File: config.mk
export PLATFORM = sky130hd
export DESIGN_NAME = prog_loader_flat
export DESIGN_NICKNAME = d
export VERILOG_FILES = /design/src/rtl/prog_loader_if.sv /design/src/rtl/prog_loader.sv /design/src/flat_wrapper.sv
export SDC_FILE = /design/constraint.sdc
export NUM_CORES = 1
export LEC_CHECK = 0
export ABC_CLOCK_PERIOD_IN_PS = 3400
export CAP_MARGIN = 40
export CORE_AREA = 2 2 68 70
export DETAILED_ROUTE_END_ITERATION = 16
export DIE_AREA = 0 0 70 72
export GPL_TIMING_DRIVEN = 0
export PLACE_DENSITY_LB_ADDON = 0.1
export SLEW_MARGIN = 20
export SYNTH_ARGS = -nofsm -noshare
export SYNTH_HDL_FRONTEND = slang
export SYNTH_SLANG_ARGS = --single-unit
File: constraint.sdc
create_clock -name clk -period 3.4 [get_ports clk]
set_input_delay 1.02 -clock clk [delete_from_list [all_inputs] [get_ports clk]]
set_output_delay 1.02 -clock clk [all_outputs]
set_load 0.01 [all_outputs]
File: src/rtl/prog_loader_if.sv
// Byte-stream loader bus: upstream byte handshake plus instruction-memory write port and CPU hold/status.
// master = byte source / status observer; slave = the loader.
interface prog_loader_if #(
    parameter int INS_W  = 9,
    parameter int ADDR_W = 4
);
    logic              start;
    logic              in_valid;
    logic              in_ready;
    logic [7:0]        IN_DATA;
    logic              wr_en;
    logic [ADDR_W-1:0] WR_ADDR;
    logic [INS_W-1:0]  WR_INS;
    logic              set_pc;
    logic              done;
    logic              err;

    modport master (
        output start, in_valid, IN_DATA,
        input  in_ready, wr_en, WR_ADDR, WR_INS, set_pc, done, err
    );

    modport slave (
        input  start, in_valid, IN_DATA,
        output in_ready, wr_en, WR_ADDR, WR_INS, set_pc, done, err
    );
endinterface

File: src/rtl/prog_loader.sv
// Program loader: assembles {lo,hi} byte pairs into words, writes them 1 cycle after the hi byte,
// holds the CPU (set_pc) until DONE. Optional trailing XOR checksum under LOADER_CHECKSUM_EN.
module prog_loader #(
    parameter int INS_W  = 9,
    parameter int ADDR_W = 4,
    parameter int DEPTH  = 16
) (
    input  logic          clk,
    input  logic          rst,
    prog_loader_if.slave  bus
);
    typedef enum logic [2:0] {
        S_IDLE, S_CNT, S_LO, S_HI, S_CHK, S_DONE, S_ERR
    } state_t;

    state_t              state_q, state_d;
    logic                in_ready_q, in_ready_d;
    logic                wr_en_q, wr_en_d;
    logic [ADDR_W-1:0]   wr_addr_q, wr_addr_d;
    logic [INS_W-1:0]    wr_ins_q, wr_ins_d;
    logic                set_pc_q, set_pc_d;
    logic                done_q, done_d;
    logic                err_q, err_d;
    logic [ADDR_W-1:0]   last_q, last_d;   // N-1
    logic [ADDR_W-1:0]   widx_q, widx_d;
    logic [7:0]          lo_q, lo_d;
`ifdef LOADER_CHECKSUM_EN
    logic [7:0]          chk_q, chk_d;
`endif

    logic       acc;
    logic [7:0] din;

    assign acc = bus.in_valid && in_ready_q;
    assign din = bus.IN_DATA;

    always_comb begin
        state_d   = state_q;
        wr_en_d   = 1'b0;
        wr_addr_d = wr_addr_q;
        wr_ins_d  = wr_ins_q;
        last_d    = last_q;
        widx_d    = widx_q;
        lo_d      = lo_q;
`ifdef LOADER_CHECKSUM_EN
        chk_d     = chk_q;
`endif
        case (state_q)
            S_IDLE, S_DONE, S_ERR: begin
                if (bus.start) begin
                    state_d = S_CNT;
                    widx_d  = '0;
`ifdef LOADER_CHECKSUM_EN
                    chk_d   = '0;
`endif
                end
            end
            S_CNT: if (acc) begin
                if (din[7:4] != 4'h0) begin
                    state_d = S_ERR;
                end else begin
                    state_d = S_LO;
                    last_d  = (din[3:0] == 4'h0) ? ADDR_W'(DEPTH - 1)
                                                 : ADDR_W'(din[3:0]) - ADDR_W'(1);
`ifdef LOADER_CHECKSUM_EN
                    chk_d   = chk_q ^ din;
`endif
                end
            end
            S_LO: if (acc) begin
                state_d = S_HI;
                lo_d    = din;
`ifdef LOADER_CHECKSUM_EN
                chk_d   = chk_q ^ din;
`endif
            end
            S_HI: if (acc) begin
                if (din[7:1] != 7'h0) begin
                    state_d = S_ERR;
                end else begin
                    wr_en_d   = 1'b1;
                    wr_addr_d = widx_q;
                    wr_ins_d  = {din[0], lo_q};
`ifdef LOADER_CHECKSUM_EN
                    chk_d     = chk_q ^ din;
`endif
                    // Counter parks on N-1 after the last word rather than wrapping.
                    if (widx_q == last_q) begin
`ifdef LOADER_CHECKSUM_EN
                        state_d = S_CHK;
`else
                        state_d = S_DONE;
`endif
                    end else begin
                        state_d = S_LO;
                        widx_d  = widx_q + ADDR_W'(1);
                    end
                end
            end
`ifdef LOADER_CHECKSUM_EN
            S_CHK: if (acc) state_d = (din == chk_q) ? S_DONE : S_ERR;
`endif
            default: state_d = S_IDLE;
        endcase

        // Outputs are registered from the next state so they line up with state_q.
        in_ready_d = (state_d == S_CNT) || (state_d == S_LO) ||
                     (state_d == S_HI)  || (state_d == S_CHK);
        set_pc_d   = (state_d != S_DONE);
        done_d     = (state_d == S_DONE);
        err_d      = (state_d == S_ERR);
    end

    always_ff @(posedge clk or posedge rst) begin
        if (rst) begin
            state_q    <= S_IDLE;
            in_ready_q <= 1'b0;
            wr_en_q    <= 1'b0;
            wr_addr_q  <= '0;
            wr_ins_q   <= '0;
            set_pc_q   <= 1'b1;
            done_q     <= 1'b0;
            err_q      <= 1'b0;
            last_q     <= '0;
            widx_q     <= '0;
            lo_q       <= '0;
`ifdef LOADER_CHECKSUM_EN
            chk_q      <= '0;
`endif
        end else begin
            state_q    <= state_d;
            in_ready_q <= in_ready_d;
            wr_en_q    <= wr_en_d;
            wr_addr_q  <= wr_addr_d;
            wr_ins_q   <= wr_ins_d;
            set_pc_q   <= set_pc_d;
            done_q     <= done_d;
            err_q      <= err_d;
            last_q     <= last_d;
            widx_q     <= widx_d;
            lo_q       <= lo_d;
`ifdef LOADER_CHECKSUM_EN
            chk_q      <= chk_d;
`endif
        end
    end

    assign bus.in_ready = in_ready_q;
    assign bus.wr_en    = wr_en_q;
    assign bus.WR_ADDR  = wr_addr_q;
    assign bus.WR_INS   = wr_ins_q;
    assign bus.set_pc   = set_pc_q;
    assign bus.done     = done_q;
    assign bus.err      = err_q;
endmodule
File: src/flat_wrapper.sv
// flat-port wrapper written by rule: the top's interface ports become plain ports
module prog_loader_flat 
#(
    parameter int INS_W  = 9,
    parameter int ADDR_W = 4,
    parameter int DEPTH  = 16
)
  (clk, rst, bus_start, bus_in_valid, bus_IN_DATA, bus_in_ready, bus_wr_en, bus_WR_ADDR, bus_WR_INS, bus_set_pc, bus_done, bus_err);
  prog_loader_if #(.INS_W(INS_W), .ADDR_W(ADDR_W)) bus_i ();
  input  logic clk;
  input  logic rst;
  input wire logic [$bits(bus_i.start)-1:0] bus_start;
  input wire logic [$bits(bus_i.in_valid)-1:0] bus_in_valid;
  input wire logic [$bits(bus_i.IN_DATA)-1:0] bus_IN_DATA;
  output wire logic [$bits(bus_i.in_ready)-1:0] bus_in_ready;
  output wire logic [$bits(bus_i.wr_en)-1:0] bus_wr_en;
  output wire logic [$bits(bus_i.WR_ADDR)-1:0] bus_WR_ADDR;
  output wire logic [$bits(bus_i.WR_INS)-1:0] bus_WR_INS;
  output wire logic [$bits(bus_i.set_pc)-1:0] bus_set_pc;
  output wire logic [$bits(bus_i.done)-1:0] bus_done;
  output wire logic [$bits(bus_i.err)-1:0] bus_err;
  assign bus_i.start = bus_start;
  assign bus_i.in_valid = bus_in_valid;
  assign bus_i.IN_DATA = bus_IN_DATA;
  assign bus_in_ready = bus_i.in_ready;
  assign bus_wr_en = bus_i.wr_en;
  assign bus_WR_ADDR = bus_i.WR_ADDR;
  assign bus_WR_INS = bus_i.WR_INS;
  assign bus_set_pc = bus_i.set_pc;
  assign bus_done = bus_i.done;
  assign bus_err = bus_i.err;
  prog_loader #(.INS_W(INS_W), .ADDR_W(ADDR_W), .DEPTH(DEPTH)) u_core (.clk(clk), .rst(rst), .bus(bus_i));
endmodule
==> impl_summary.txt <==
----------------------------------------------------
[Status]
  Outcome ... completed

[Clock tree]
  Cell at the root of the clock tree ... sky130_fd_sc_hd__clkbuf_8
  Clock tree from TritonCTS ... done
  CTS buffer count ... 5
  Buffers inserted during post-CTS setup optimization ... 0
  Clock latency on the worst-skew pair ... 290 ps
  CTS H-tree lvls ... 2
  CTS hold repair buffers ... 0
  Clock slew at the register clock pins of the worst setup and hold paths ... 80 ps
  Sink count of the clock tree ... 37
  Post-cts gate resize count ... 0
  Worst-case clock buffer depth ... 2

[Global routing]
  Antenna violations before repair ... 0
  Wire length of the first global-routing pass ... 6010 um
  Total grt overflow ... 0
  Number of global-route vias before repair ... 1,260
  Maximum number of pins on one net before global-route repair ... 38
  Global Route Usage Sum ... 15.3%

[Layout]
  Fraction of final layout cells sized beyond drive strength 1 ... 22.4%
  Number of antenna diodes ... 0
  Growth of design area from synthesis to finish ... 27.8%
  Final Net Count ... 197
  Filler-free cell count of the finished design ... 235
  Final instance area ... 0.00226 mm2

[STA]
  Worst slew slack as a fraction of its limit ... 54.7%
  Unrepaired setup endpoints after global routing ... no
  Final Hold Viols ... 0
  Count of final max-slew check failures ... 0
  Fraction of the cycle the final worst path needs ... 88.4%
  Setup clock skew after layout ... 5.25 ps
  Period minus WS final ... 3000 ps
  Total of endpoints with negative setup slack in the final report ... 0
  Worst Max-Slew Pin Slew ... 677 ps
  Post-Route Setup TNS ... 0 ps
  Fmax achieved ... 333 MHz

[Synth]
  Count of unique library cells instantiated by Yosys ... 42
  Number of synthesized register bits ... 37
  Top flip-flop cell by instance count after synthesis ... sky130_fd_sc_hd__dfrtp_1
  Total nets after synthesis ... 160
  Share of synthesized registers carrying an async set or reset ... 100%
  Most common cell in the netlist ... sky130_fd_sc_hd__dfrtp_1
  Most common library cells after synthesis ... sky130_fd_sc_hd__dfrtp_1 (36), sky130_fd_sc_hd__mux2_2 (23), sky130_fd_sc_hd__a21oi_1 (8)
  Area contributors post-synth ... sky130_fd_sc_hd__dfrtp_1 (51%), sky130_fd_sc_hd__mux2_2 (15%), sky130_fd_sc_hd__xnor2_1 (2.5%), sky130_fd_sc_hd__a21oi_1 (2.3%), sky130_fd_sc_hd__ha_1 (2.1%)
  Number of instances in the synthesized netlist ... 145
  Post-synthesis instance area ... 0.00177 mm2
  Warnings from Yosys ... 0
  Share of the synthesized area in the top cell type ... 51.0%
  Register area share after synthesis ... 52.5%
  Cell type with the largest total area after synthesis ... sky130_fd_sc_hd__dfrtp_1
  Mean post-synth cell area ... 12.2 um2
  Post-synth EDFFs ... 0

[Power]
  Standby leakage power ... 0.000981 uW
  Pwr Density ... 649 mW/mm2
  Net switching power of the design ... 459 uW
  Comb power frac ... 32.9%
  Max IR drop VDD ... 234 uV
  Sequential share of power ... 41.1%
  Part of the power in the clock network ... 25.9%
  Internal Dissipation ... 1010 uW
  Overall power ... 1470 uW
  Switching portion of total power ... 31.3%

[Routing]
  Count of vias placed by the detailed router ... 1,251
  Final wirelength ... 3540 um
  Number of DRC violations after detailed routing ... 0
  Via density per instance ... 5.32
  Router iterations before antenna repair ... 4
  DRC marker count from the first detailed-route iteration ... 58
  Residual antenna-violating net count after detailed routing ... 0
  Average detailed-routed wire length per instance ... 15.0 um

[Hold path]
  Min-Delay Path Depth ... 1
  Type of the most critical hold path ... reg2reg
  Worst min-delay path endpoint ... u_core.bus.WR_INS[5]
  Start point of the worst min-delay path ... u_core.lo_q[5]

[Placement]
  Area post-placement ... 0.00212 mm2
  # port buffers ... 29
  Final RePlAce weighted congestion ... 0.787
  Total placed cells including tap cells ... 226
  Half-perimeter wire length of the detailed placement result ... 2590 um

[Floorplan]
  Ports placed on the boundary ... 30
  Width of the chip ... 70 um
  Std-Cell Core Area ... 0.00426 mm2
  Chip Height ... 72 um
  Starting density of the core ... 41.4%
  Die Outline Area ... 0.00504 mm2
  Rows ... 24

[Setup path]
  WP data arrival ... 3180 ps
  R2r worst-path depth ... 5
  Cell Chain, Critical Path ... clkdlybuf4s50_1 > or4bb_1 > nor4_4 > buf_6 > mux2_2
  Endpoint required time on the critical path ... 3580 ps
  Critical-path top delay cell ... sky130_fd_sc_hd__or4bb_1
  Worst reg-to-reg setup slack ... 1130 ps
  Buffers & Inverters on Critical Path ... 2
  Capturing element type of the critical path ... register
  Classification of the worst setup path ... in2reg
  Capturing point of the worst reg2reg path ... u_core.bus.WR_INS[8]
  Reg2reg start ... u_core.state_q[2]
  Kind of cell adding the most delay to the critical path ... simple AND/OR/NAND/NOR gates
  Largest driver fanout on the critical path ... 10
  Kind of start point of the critical path ... input port
  Maximum cell stage delay along the critical path ... 610 ps

[Job]
  Total of max-cap violations ... 0

----------------------------------------------------
==> cell type report <==
cell class                      instances  area (um2)
Buffer                                  5        27.5
Clock inverter                          3        46.3
Timing Repair Buffer                   30         310
Multi-Input combinational cell         99         797
Sequential cell                        37         927
Clock buffer                            5        68.8
Fill cell                             396        2010
Inverter                                4        15.0
Tap cell                               52        65.1
==> power groups by stage <==
| stage | Sequential (uW) | Combinational, uW | Clock [uW] |
|---|---|---|---|
| after global routing | 620 | 531 | 412 |
| after floorplan | 613 | 334 | 0 |
| after detailed placement | 613 | 480 | 0 |
| after global placement | 610 | 473 | 0 |
| final | 603 | 483 | 380 |
| after CTS | 604 | 482 | 390 |
==> routing by layer <==
metal	up-vias	share of wire, %	global-route usage, %
met2	24	50	25.8
met1	615	45	19.3
met3	6	4.0	4.31
li1	606	-	-
met4	0	1.4	5.13
met5	-	0	0
==> worst max-delay path by stage <==
| stage | start | end | depth (start not counted) |
|---|---|---|---|
| 4_1_cts | bus_IN_DATA[2] | u_core.bus.WR_INS[8] | 5 |
| 3_3_place_gp | bus_IN_DATA[2] | u_core.bus.WR_INS[0] | 5 |
| 5_1_grt | bus_IN_DATA[2] | u_core.bus.WR_ADDR[3] | 5 |
| 2_1_floorplan | bus_IN_DATA[4] | u_core.bus.WR_INS[8] | 4 |
| 3_5_place_dp | bus_IN_DATA[2] | u_core.bus.WR_INS[8] | 5 |
| 6_report | bus_IN_DATA[2] | u_core.bus.WR_INS[8] | 5 |
==> per-stage QoR <==
stage               hold WS, ps  util (%)  worst slack, ps
floorplan                   475         -              807
global placement            484      49.8              106
detailed placement          493      49.8             49.8
CTS                         509      52.5              360
global route                527      52.9              294
finish                      504      52.9              396
==> state kept, by name, summed over array words and instances, names as in the netlist <==
signal               flops
u_core.bus.set_pc        1
u_core.last_q            4
u_core.widx_q            4
u_core.lo_q              8
u_core.bus.WR_INS        9
u_core.bus.WR_ADDR       4
u_core.bus.done          1
u_core.bus.in_ready      1
u_core.bus.err           1
u_core.state_q           3
u_core.bus.wr_en         1
==> placed cells by master (no fill, tap or decap), types with 4 or more instances in the layout <==
master,n
sky130_fd_sc_hd__a31oi_1,4
sky130_fd_sc_hd__clkdlybuf4s50_1,29
sky130_fd_sc_hd__nor2b_1,5
sky130_fd_sc_hd__dfrtp_1,36
sky130_fd_sc_hd__nor2_1,7
sky130_fd_sc_hd__clkbuf_8,5
sky130_fd_sc_hd__mux2_2,23
sky130_fd_sc_hd__a21oi_1,8
sky130_fd_sc_hd__nand2b_1,4
sky130_fd_sc_hd__xnor2_1,5
==> cell families after synthesis <==
kind of cell	synth area share [%]
XOR/XNOR	2.48
multiplexers	15.2
buffers and inverters	2.41
flip-flops	52.5
adder cells (fa/ha/maj)	2.12
AO/OA/AOI/OAI	10.8
AND/OR/NAND/NOR	14.4
Note: power is estimated with default switching activity, not from simulation.
